### src/rtl/instr_sram_arbiter_pkg.sv
// ---------------------------------------------------------------------------
// instr_sram_arbiter_pkg
// Shared definitions for the instruction SRAM arbiter:
//   - default address/data widths of the instruction SRAM
//   - arbitration state encodings (ST_LDPRI / ST_FSSLOT)
//   - response owner encodings (OWN_FS / OWN_LD)
//   - width of the loader burst counter and its limit helper
// ---------------------------------------------------------------------------
package instr_sram_arbiter_pkg;

   localparam int INSTR_ADDR_W = 32;
   localparam int INSTR_DATA_W = 32;

   // Wide enough for the largest legal loader burst (255).
   localparam int BURST_CNT_W  = 8;

   typedef enum logic {
      ST_LDPRI  = 1'b0,   // loader wins a simultaneous request
      ST_FSSLOT = 1'b1    // fetch wins a simultaneous request
   } arb_state_e;

   typedef enum logic {
      OWN_FS = 1'b0,
      OWN_LD = 1'b1
   } owner_e;

   // True on the loader grant that completes a burst of max_burst grants.
   // ">=" keeps the FSM safe should the counter ever hold an out-of-range value.
   function automatic logic burst_limit_hit(input logic [BURST_CNT_W-1:0] cnt,
                                            input int unsigned            max_burst);
      logic [BURST_CNT_W-1:0] last;
      last = BURST_CNT_W'(max_burst - 32'd1);
      return (cnt >= last);
   endfunction

endpackage

### src/rtl/instr_sram_arbiter_if.sv
// ---------------------------------------------------------------------------
// instr_sram_arbiter_if
// Requester-side bus of the instruction SRAM arbiter.
//   fetch  : fs_req/fs_addr in, fs_gnt/fs_rvalid/fs_rdata out (read-only)
//   loader : ld_req/ld_we/ld_addr/ld_wdata in, ld_gnt/ld_rvalid/ld_rdata out
// Modports:
//   master : the requesters (IF stage and program loader)
//   slave  : the arbiter
// ---------------------------------------------------------------------------
interface instr_sram_arbiter_if
   import instr_sram_arbiter_pkg::*;
#(
   parameter int ADDR_W = INSTR_ADDR_W,
   parameter int DATA_W = INSTR_DATA_W
);

   logic              fs_req;
   logic [ADDR_W-1:0] fs_addr;
   logic              fs_gnt;
   logic              fs_rvalid;
   logic [DATA_W-1:0] fs_rdata;

   logic              ld_req;
   logic              ld_we;
   logic [ADDR_W-1:0] ld_addr;
   logic [DATA_W-1:0] ld_wdata;
   logic              ld_gnt;
   logic              ld_rvalid;
   logic [DATA_W-1:0] ld_rdata;

   modport master (
      output fs_req, fs_addr,
      output ld_req, ld_we, ld_addr, ld_wdata,
      input  fs_gnt, fs_rvalid, fs_rdata,
      input  ld_gnt, ld_rvalid, ld_rdata
   );

   modport slave (
      input  fs_req, fs_addr,
      input  ld_req, ld_we, ld_addr, ld_wdata,
      output fs_gnt, fs_rvalid, fs_rdata,
      output ld_gnt, ld_rvalid, ld_rdata
   );

endinterface

### src/rtl/instr_sram_arbiter_sram_rsp_router.sv
// ---------------------------------------------------------------------------
// sram_rsp_router
// One-deep read response tracker. The SRAM returns read data exactly one
// cycle after a read grant, so a single pending flag plus the owner of that
// grant is enough to steer the data back to the right requester.
// Ports:
//   clk, reset           : clock, asynchronous active-low reset
//   rd_gnt               : a read was granted this cycle
//   rd_owner             : which requester won that read
//   instr                : SRAM read data (valid the cycle after rd_gnt)
//   fs_rvalid/fs_rdata   : response to the fetch port
//   ld_rvalid/ld_rdata   : response to the loader port
// ---------------------------------------------------------------------------
module sram_rsp_router
   import instr_sram_arbiter_pkg::*;
#(
   parameter int DATA_W = INSTR_DATA_W
) (
   input  logic              clk,
   input  logic              reset,
   input  logic              rd_gnt,
   input  owner_e            rd_owner,
   input  logic [DATA_W-1:0] instr,
   output logic              fs_rvalid,
   output logic [DATA_W-1:0] fs_rdata,
   output logic              ld_rvalid,
   output logic [DATA_W-1:0] ld_rdata
);

   logic   rsp_pending_r;
   owner_e rsp_owner_r;

   // Track the read issued this cycle; reset drops any in-flight response.
   always_ff @(posedge clk or negedge reset) begin
      if (!reset) begin
         rsp_pending_r <= 1'b0;
         rsp_owner_r   <= OWN_FS;
      end else begin
         rsp_pending_r <= rd_gnt;
         if (rd_gnt) begin
            rsp_owner_r <= rd_owner;
         end
      end
   end

   // Steer SRAM data to the owner of the pending read; the idle port sees 0.
   always_comb begin
      fs_rvalid = rsp_pending_r && (rsp_owner_r == OWN_FS);
      ld_rvalid = rsp_pending_r && (rsp_owner_r == OWN_LD);
      if (fs_rvalid) begin
         fs_rdata = instr;
      end else begin
         fs_rdata = '0;
      end
      if (ld_rvalid) begin
         ld_rdata = instr;
      end else begin
         ld_rdata = '0;
      end
   end

endmodule

### src/rtl/instr_sram_arbiter.sv
// ---------------------------------------------------------------------------
// instr_sram_arbiter
// Shares the single-port instruction SRAM between the IF-stage fetch port
// (read-only) and the program-loader/debug port (read/write). The loader has
// priority, but after MAX_LD_BURST consecutive loader grants with fetch
// waiting, one slot is reserved for fetch.
// Ports:
//   clk, reset        : clock, asynchronous active-low reset
//   bus (slave)       : fetch and loader request/grant/response signals
//   instr_sram_*      : SRAM command (en/we/addr/wdata), zero when idle
//   instr             : SRAM read data, one cycle after a read command
// ---------------------------------------------------------------------------
module instr_sram_arbiter
   import instr_sram_arbiter_pkg::*;
#(
   parameter int ADDR_W       = INSTR_ADDR_W,
   parameter int DATA_W       = INSTR_DATA_W,
   parameter int MAX_LD_BURST = 8
) (
   input  logic                 clk,
   input  logic                 reset,
   instr_sram_arbiter_if.slave  bus,
   output logic                 instr_sram_en,
   output logic                 instr_sram_we,
   output logic [ADDR_W-1:0]    instr_sram_addr,
   output logic [DATA_W-1:0]    instr_sram_wdata,
   input  logic [DATA_W-1:0]    instr
);

   arb_state_e             state_r;
   logic [BURST_CNT_W-1:0] burst_cnt_r;
   logic                   fs_gnt_s;
   logic                   ld_gnt_s;
   logic                   rd_gnt_s;
   owner_e                 rd_owner_s;

   // Grant selection; gated by reset so every output is 0 while reset is low.
   always_comb begin
      fs_gnt_s = 1'b0;
      ld_gnt_s = 1'b0;
      if (!reset) begin
         fs_gnt_s = 1'b0;
         ld_gnt_s = 1'b0;
      end else if (bus.fs_req && bus.ld_req) begin
         if (state_r == ST_FSSLOT) begin
            fs_gnt_s = 1'b1;
         end else begin
            ld_gnt_s = 1'b1;
         end
      end else if (bus.ld_req) begin
         ld_gnt_s = 1'b1;
      end else if (bus.fs_req) begin
         fs_gnt_s = 1'b1;
      end else begin
         fs_gnt_s = 1'b0;
         ld_gnt_s = 1'b0;
      end
   end

   // SRAM command mux from the winner; all-zero when nothing is granted.
   always_comb begin
      instr_sram_en    = fs_gnt_s | ld_gnt_s;
      instr_sram_we    = 1'b0;
      instr_sram_addr  = '0;
      instr_sram_wdata = '0;
      if (ld_gnt_s) begin
         instr_sram_we    = bus.ld_we;
         instr_sram_addr  = bus.ld_addr;
         instr_sram_wdata = bus.ld_wdata;
      end else if (fs_gnt_s) begin
         instr_sram_addr  = bus.fs_addr;
      end else begin
         instr_sram_addr  = '0;
      end
   end

   // Arbitration FSM with the starvation-guard burst counter.
   always_ff @(posedge clk or negedge reset) begin
      if (!reset) begin
         state_r     <= ST_LDPRI;
         burst_cnt_r <= '0;
      end else begin
         case (state_r)
            ST_LDPRI: begin
               if (!bus.fs_req) begin
                  // Fetch not waiting: nothing to guard against.
                  burst_cnt_r <= '0;
               end else if (ld_gnt_s) begin
                  if (burst_limit_hit(burst_cnt_r, MAX_LD_BURST)) begin
                     state_r     <= ST_FSSLOT;
                     burst_cnt_r <= '0;
                  end else begin
                     burst_cnt_r <= burst_cnt_r + 1'b1;
                  end
               end
            end
            ST_FSSLOT: begin
               // Left after one cycle: either fetch is granted, or it
               // withdrew its request and the slot is abandoned.
               state_r     <= ST_LDPRI;
               burst_cnt_r <= '0;
            end
            default: begin
               state_r     <= ST_LDPRI;
               burst_cnt_r <= '0;
            end
         endcase
      end
   end

   assign rd_gnt_s   = (fs_gnt_s | ld_gnt_s) & ~(ld_gnt_s & bus.ld_we);
   assign rd_owner_s = ld_gnt_s ? OWN_LD : OWN_FS;

   assign bus.fs_gnt = fs_gnt_s;
   assign bus.ld_gnt = ld_gnt_s;

   sram_rsp_router #(
      .DATA_W (DATA_W)
   ) u_rsp_router (
      .clk       (clk),
      .reset     (reset),
      .rd_gnt    (rd_gnt_s),
      .rd_owner  (rd_owner_s),
      .instr     (instr),
      .fs_rvalid (bus.fs_rvalid),
      .fs_rdata  (bus.fs_rdata),
      .ld_rvalid (bus.ld_rvalid),
      .ld_rdata  (bus.ld_rdata)
   );

endmodule

### src/flat_wrapper.sv
// flat-port wrapper written by rule: the top's interface ports become plain ports
module instr_sram_arbiter_flat import instr_sram_arbiter_pkg::*;
#(
   parameter int ADDR_W       = INSTR_ADDR_W,
   parameter int DATA_W       = INSTR_DATA_W,
   parameter int MAX_LD_BURST = 8
)
  (clk, reset, instr_sram_en, instr_sram_we, instr_sram_addr, instr_sram_wdata, instr, bus_fs_req, bus_fs_addr, bus_ld_req, bus_ld_we, bus_ld_addr, bus_ld_wdata, bus_fs_gnt, bus_fs_rvalid, bus_fs_rdata, bus_ld_gnt, bus_ld_rvalid, bus_ld_rdata);
  instr_sram_arbiter_if #(.ADDR_W(ADDR_W), .DATA_W(DATA_W)) bus_i ();
  input  logic clk;
  input  logic reset;
  output logic instr_sram_en;
  output logic instr_sram_we;
  output logic [ADDR_W-1:0] instr_sram_addr;
  output logic [DATA_W-1:0] instr_sram_wdata;
  input  logic [DATA_W-1:0] instr;
  input wire logic [$bits(bus_i.fs_req)-1:0] bus_fs_req;
  input wire logic [$bits(bus_i.fs_addr)-1:0] bus_fs_addr;
  input wire logic [$bits(bus_i.ld_req)-1:0] bus_ld_req;
  input wire logic [$bits(bus_i.ld_we)-1:0] bus_ld_we;
  input wire logic [$bits(bus_i.ld_addr)-1:0] bus_ld_addr;
  input wire logic [$bits(bus_i.ld_wdata)-1:0] bus_ld_wdata;
  output wire logic [$bits(bus_i.fs_gnt)-1:0] bus_fs_gnt;
  output wire logic [$bits(bus_i.fs_rvalid)-1:0] bus_fs_rvalid;
  output wire logic [$bits(bus_i.fs_rdata)-1:0] bus_fs_rdata;
  output wire logic [$bits(bus_i.ld_gnt)-1:0] bus_ld_gnt;
  output wire logic [$bits(bus_i.ld_rvalid)-1:0] bus_ld_rvalid;
  output wire logic [$bits(bus_i.ld_rdata)-1:0] bus_ld_rdata;
  assign bus_i.fs_req = bus_fs_req;
  assign bus_i.fs_addr = bus_fs_addr;
  assign bus_i.ld_req = bus_ld_req;
  assign bus_i.ld_we = bus_ld_we;
  assign bus_i.ld_addr = bus_ld_addr;
  assign bus_i.ld_wdata = bus_ld_wdata;
  assign bus_fs_gnt = bus_i.fs_gnt;
  assign bus_fs_rvalid = bus_i.fs_rvalid;
  assign bus_fs_rdata = bus_i.fs_rdata;
  assign bus_ld_gnt = bus_i.ld_gnt;
  assign bus_ld_rvalid = bus_i.ld_rvalid;
  assign bus_ld_rdata = bus_i.ld_rdata;
  instr_sram_arbiter #(.ADDR_W(ADDR_W), .DATA_W(DATA_W), .MAX_LD_BURST(MAX_LD_BURST)) u_core (.clk(clk), .reset(reset), .bus(bus_i), .instr_sram_en(instr_sram_en), .instr_sram_we(instr_sram_we), .instr_sram_addr(instr_sram_addr), .instr_sram_wdata(instr_sram_wdata), .instr(instr));
endmodule
### config.mk
export PLATFORM = sky130hd
export DESIGN_NAME = instr_sram_arbiter_flat
export DESIGN_NICKNAME = d
export VERILOG_FILES = /design/src/rtl/instr_sram_arbiter_pkg.sv /design/src/rtl/instr_sram_arbiter_if.sv /design/src/rtl/instr_sram_arbiter_sram_rsp_router.sv /design/src/rtl/instr_sram_arbiter.sv /design/src/flat_wrapper.sv
export SDC_FILE = /design/constraint.sdc
export NUM_CORES = 1
export LEC_CHECK = 0
export ABC_AREA = 0
export CAP_MARGIN = 40
export CORE_AREA = 2 2 102 104
export DETAILED_ROUTE_END_ITERATION = 6
export DIE_AREA = 0 0 104 106
export SETUP_SLACK_MARGIN = 0.2
export SYNTH_ARGS = -nofsm -noshare
export SYNTH_HDL_FRONTEND = slang
export SYNTH_SLANG_ARGS = --single-unit
### constraint.sdc
create_clock -name clk -period 1.85 [get_ports clk]
set_input_delay 0.2775 -clock clk [delete_from_list [all_inputs] [get_ports clk]]
set_output_delay 0.2775 -clock clk [all_outputs]
set_load 0.01 [all_outputs]
# [Word level (Yosys, flattened, before mapping)]
# Index checks and enable logic that the tools add are counted.
# W data, S select, Z words.
[op_classes] reduce_logical=3 addsub=1 n_bitwise=6 eq_ne=1 order_cmp=1 mux=24
[op_table] op="$mux W32" n=5
[op_table] op="$mux W8" n=3
[op_table] op="$pmux W8 S2" n=1
[op_table] op="$mux W1" n=14
[op_table] op="$add A8 B1 Y8 const B" n=1
[op_table] op="$ge A8 B3 Y1 const B" n=1
[op_table] op="$logic_and A1 B1 Y1" n=3
[op_table] op="$ne A3 B2 Y1 const B" n=1
[op_table] op="$not A1 Y1" n=3
[op_table] op="$and A1 B1 Y1" n=2
[op_table] op="$pmux W1 S2" n=1
[op_table] op="$or A1 B1 Y1" n=1
[totals] input_bits=133 word_cells=40 reg_bits=11 out_inout_bits=134

# [Longest topological paths before layout]
[depth] ltp_word=6 depth_mapped=5 ltp_nobuf=5

# [Hierarchy]
# A second synthesis with hierarchy kept.
[hier_totals] cells_unflattened=200 hier_area_um2=1655.3
[modules_own_cells] mod="instr_sram_arbiter" cells_per_inst=117 instances=1 area_each_um2=982.2 seq_area_each_um2=225.2
[modules_own_cells] mod="sram_rsp_router" cells_per_inst=83 instances=1 area_each_um2=673.1 seq_area_each_um2=50.0

# [Worst setup path before layout]
# No wires, ideal clock.
[synth_path] path_kind="reg-to-output" from="reg u_core.u_rsp_router.rsp_owner_r" to="out bus_fs_rdata[22]" arrival_ns=1.130 required_time_ns=1.572 stages_incl_launch_ff=4 setup_slack_ns=0.443 n_path_buf=1 cell_sequence="dfrtp_1 -> nor2b_1 -> clkbuf_1 -> and2_1"
[synth_between] elab_chain_cells=3
[synth_lines] item="start: declaration" line="instr_sram_arbiter_sram_rsp_router.sv:31" rtl="owner_e rsp_owner_r;"
[synth_lines] item="start signal: assignment" line="instr_sram_arbiter_sram_rsp_router.sv:41" rtl="rsp_owner_r <= rd_owner;"
[synth_lines] item="$not A1 Y1" line="instr_sram_arbiter_sram_rsp_router.sv:48" rtl="fs_rvalid = rsp_pending_r && (rsp_owner_r == OWN_FS);"
[synth_lines] item="$logic_and A1 B1 Y1" line="instr_sram_arbiter_sram_rsp_router.sv:48"
[synth_lines] item="net bus_fs_rvalid" line="flat_wrapper.sv:24" rtl="output wire logic [$bits(bus_i.fs_rvalid)-1:0] bus_fs_rvalid;"
[synth_lines] item="$mux W32" line="instr_sram_arbiter_sram_rsp_router.sv:50" rtl="if (fs_rvalid) begin"
[synth_lines] item="end: declaration" line="flat_wrapper.sv:25" rtl="output wire logic [$bits(bus_i.fs_rdata)-1:0] bus_fs_rdata;"
# The timed path passes the listed nets, and every way through them passes these cells.

# [Final worst setup path]
[layout_path] from="reg u_core.state_r" to="out instr_sram_addr[30]"
[layout_between] elab_chain_cells=5 elab_cells_between_ends=8 cone_classes="mux (8)"
[layout_lines] item="start: declaration" line="instr_sram_arbiter.sv:30" rtl="arb_state_e state_r;"
[layout_lines] item="start signal: assignment" line="instr_sram_arbiter.sv:80" rtl="state_r <= ST_LDPRI;"
[layout_lines] item="start signal: assignment" line="instr_sram_arbiter.sv:90" rtl="state_r <= ST_FSSLOT;"
[layout_lines] item="start signal: assignment" line="instr_sram_arbiter.sv:100" rtl="state_r <= ST_LDPRI;"
[layout_lines] item="$mux W1" line="instr_sram_arbiter.sv:45" rtl="if (state_r == ST_FSSLOT) begin"
[layout_lines] item="$mux W1" line="instr_sram_arbiter.sv:44" rtl="end else if (bus.fs_req && bus.ld_req) begin"
[layout_lines] item="$mux W1" line="instr_sram_arbiter.sv:41" rtl="if (!reset) begin"
[layout_lines] item="$mux W32" line="instr_sram_arbiter.sv:70" rtl="end else if (fs_gnt_s) begin"
[layout_lines] item="$mux W32 (*)" line="instr_sram_arbiter.sv:66" rtl="if (ld_gnt_s) begin"
[layout_lines] item="end: declaration" line="flat_wrapper.sv:14" rtl="output logic [ADDR_W-1:0] instr_sram_addr;"
# Mark *: on every way between the ends. The rest lies on a longest branch, timed or not.

==> results.md <==
* Worst min-delay path class: in2async
* Leakage power at 0.00249 uW
* Hold WS at 265 ps
* Layout area overhead at 243%
* Share of cells above drive strength 1 at 0.543
* Area occupied by multi-input gates at 1430 um2
* Mapped Nets at 339
* Core footprint at 10000 um2
* Pin count of the biggest net entering global routing at 34
* Finished Layout Cells at 637
* Worst path cell trace: a21oi_4 > buf_6 > clkbuf_16 > a22o_1 > buf_2
* Status: finished clean
* Die area at 11000 um2
* #FFs+latches synth at 11
* DR vias/cell at 4.37
* Total number of vias at 2783
* Worst Tran Pin Value at 211 ps
* Placed instance area at 4410 um2
* Post-route cell area at 5260 um2
* ANT nets after route at 0
* Detailed Routing Iterations Pass 1 at 4
* Pins Over Slew Limit at 0
* Ys Warns at 0
* Setup crit end kind: output pin
* Clk buf depth at 2
* Crit path required time at 1570 ps
* Post-synthesis cell count at 205
* Worst-path clk slew at 50 ps
* Fin. Hold Viols at 0
* Cell Area, Synth at 1530 um2
* Register area share after synthesis at 0.180
* Root Buffer: clkbuf_8
* Worst-case clock skew at 1.53 ps
* Crit path kind: reg2out
* Final setup viols at 0
* Hpwl dp at 7370 um
* IO Pins at 267
* Max incr delay on CP at 440 ps
* PortBufs at 266
* Antenna violations before repair at 0
* Asr flop ratio synth at 1.00
* Number of synthesized flops with an enable pin at 0
* Startpoint Class: register
* Fmax at 0.558 GHz
* Final cycle utilization of the critical path at 0.968
* First-pass GRT wire length at 15600 um
* Library cells used by synthesis at 27
* Initial core utilization at 0.153
* Cts bufs inserted at 3
* Relative slew slack at 0.858
* H-tree Lvls at 1
* Clock sinks at 11
* Power Density at 347 nW/um2
* Share of the synthesized area in the top cell type at 0.270
* Clk_lat worst skew at 250 ps
* Gr usage total at 0.179
* Final nets at 636
* Synth top cells by count: and2_1 (66), and3_1 (33), a22o_1 (32)
* VDD IR max at 0.199 mV
* Setup TNS at 0 ps
* Most frequent cell after synthesis: and2_1
* Number of antenna diodes at 0
* FILL cells at 947
* Synth Area per Inst at 7.47 um2
* Synth top area cells: and2_1 (27%), a22o_1 (18%), dfrtp_1 (18%)
* RD Place Congestion at 0.783
* Vias in the first global route at 2844
* Most used DFF post-synth: dfrtp_1
* Max-capacitance violation count at 0
* CP max FO at 8
* Yosys top cell by area: and2_1
* Placement Rows at 37
* CTS tree: yes
* Unrepaired setup endpoints after global routing: true
* Die height at 106 um
* Critical Path AT at 1510 ps
* Crit path max-delay family: buffers and inverters
* Wire per inst at 18.2 um
* Total gr overflow at 0
* # DRC at 0
* CP max stage cell: dfrtp_2
* Die X at 104 um
* DP Cell Count at 599
* CP bufs+invs at 3
* Final WL at 11600 um
* Final min period at 1790 ps
* DR iter-0 viols at 81
* Register area at 278 um2
kinds of logic after synthesis:
| kind of cell | after synthesis | synth area share |
|---|---|---|
| adder cells (fa/ha/maj) | 1 | 0.00817 |
| flip-flops | 11 | 0.180 |
| buffers and inverters | 22 | 0.0662 |
| AO/OA/AOI/OAI | 45 | 0.250 |
| XOR/XNOR | 2 | 0.0114 |
| AND/OR/NAND/NOR | 124 | 0.484 |
what timing repair did:
item                                   4_1_cts  5_1_grt
endpoints found under the hold margin        0        0
pin swaps                                   19       55
gates resized for setup                    516      213
setup endpoints to repair                  134      127
setup buffers                               15        2
cloned                                       9        8
hold buffers                                 0        0
per-stage QoR:
step                 util  total power [uW]  setup WS (ps)
global route        0.526              1920           1.13
finish              0.526              1830           59.0
detailed placement  0.441              1210           -539
global placement    0.441              1200           -520
CTS                 0.472              1610          -2.61
floorplan               -               545            443
where the power goes:
group | leakage, uW | switching, uW | internal (uW)
Clock | 0.0000228 | 98.7 | 152
Sequential | 0.000147 | 8.06 | 249
Combinational | 0.00232 | 464 | 855
final timing paths:
path	startpoint	slack, ps	depth (start not counted)	to
hold reg to reg	u_core.burst_cnt_r[7]	520	1	u_core.burst_cnt_r[7]
min in group clk	u_core.burst_cnt_r[7]	520	1	u_core.burst_cnt_r[7]
setup / recovery	u_core.state_r	60	5	instr_sram_addr[30]
hold / removal	reset	270	3	u_core.state_r
setup reg to reg	u_core.burst_cnt_r[0]	350	6	u_core.burst_cnt_r[4]
max in group asynchronous	reset	1410	3	u_core.u_rsp_router.rsp_owner_r
flip-flops by register name, summed over array words and instances (netlist names):
name / cells
u_core.u_rsp_router.rsp_pending_r: 1
u_core.state_r: 1
u_core.burst_cnt_r: 8
u_core.u_rsp_router.rsp_owner_r: 1
per-layer routing:
layer | vias up | global-route usage | share of wire
met1 | 1272 | 0.209 | 0.38
li1 | 1327 | - | -
met5 | - | 0 | 0
met2 | 166 | 0.322 | 0.52
met3 | 18 | 0.0429 | 0.075
met4 | 0 | 0.0550 | 0.021
placed cells by master, fill, tap and decap left out, drive strengths merged:
| cell type | count |
|---|---|
| buf | 161 |
| a2bb2oi | 1 |
| nor3b | 1 |
| or3 | 2 |
| o21a | 1 |
| xnor2 | 2 |
| a22o | 32 |
| and2 | 66 |
| dlygate4sd2 | 4 |
| bufbuf | 1 |
| clkdlybuf4s15 | 3 |
| nand2 | 8 |
| nand3 | 3 |
| dfrtp | 11 |
| ha | 1 |
| nor2 | 7 |
| clkbuf | 18 |
| a41oi | 1 |
| inv | 2 |
| a31o | 1 |
| nor2b | 3 |
| and3 | 33 |
| a21boi | 1 |
| clkdlybuf4s50 | 129 |
| nor4 | 1 |
| a21oi | 6 |
| a211oi | 2 |
tightest hold or removal path, stage by stage:
cell           delay (ps)
dlygate4sd2_1         270
buf_6                 120
buf_4                 190
cell type report:
cell class / count / share of cell area
clock buffer: 4 / 0.00857
inverter: 2 / 0.00143
multi-input combinational: 172 / 0.272
sequential: 11 / 0.0528
tap: 136 / 0.0324
timing repair buffer: 312 / 0.632
Power figures use the tool's default switching activity.
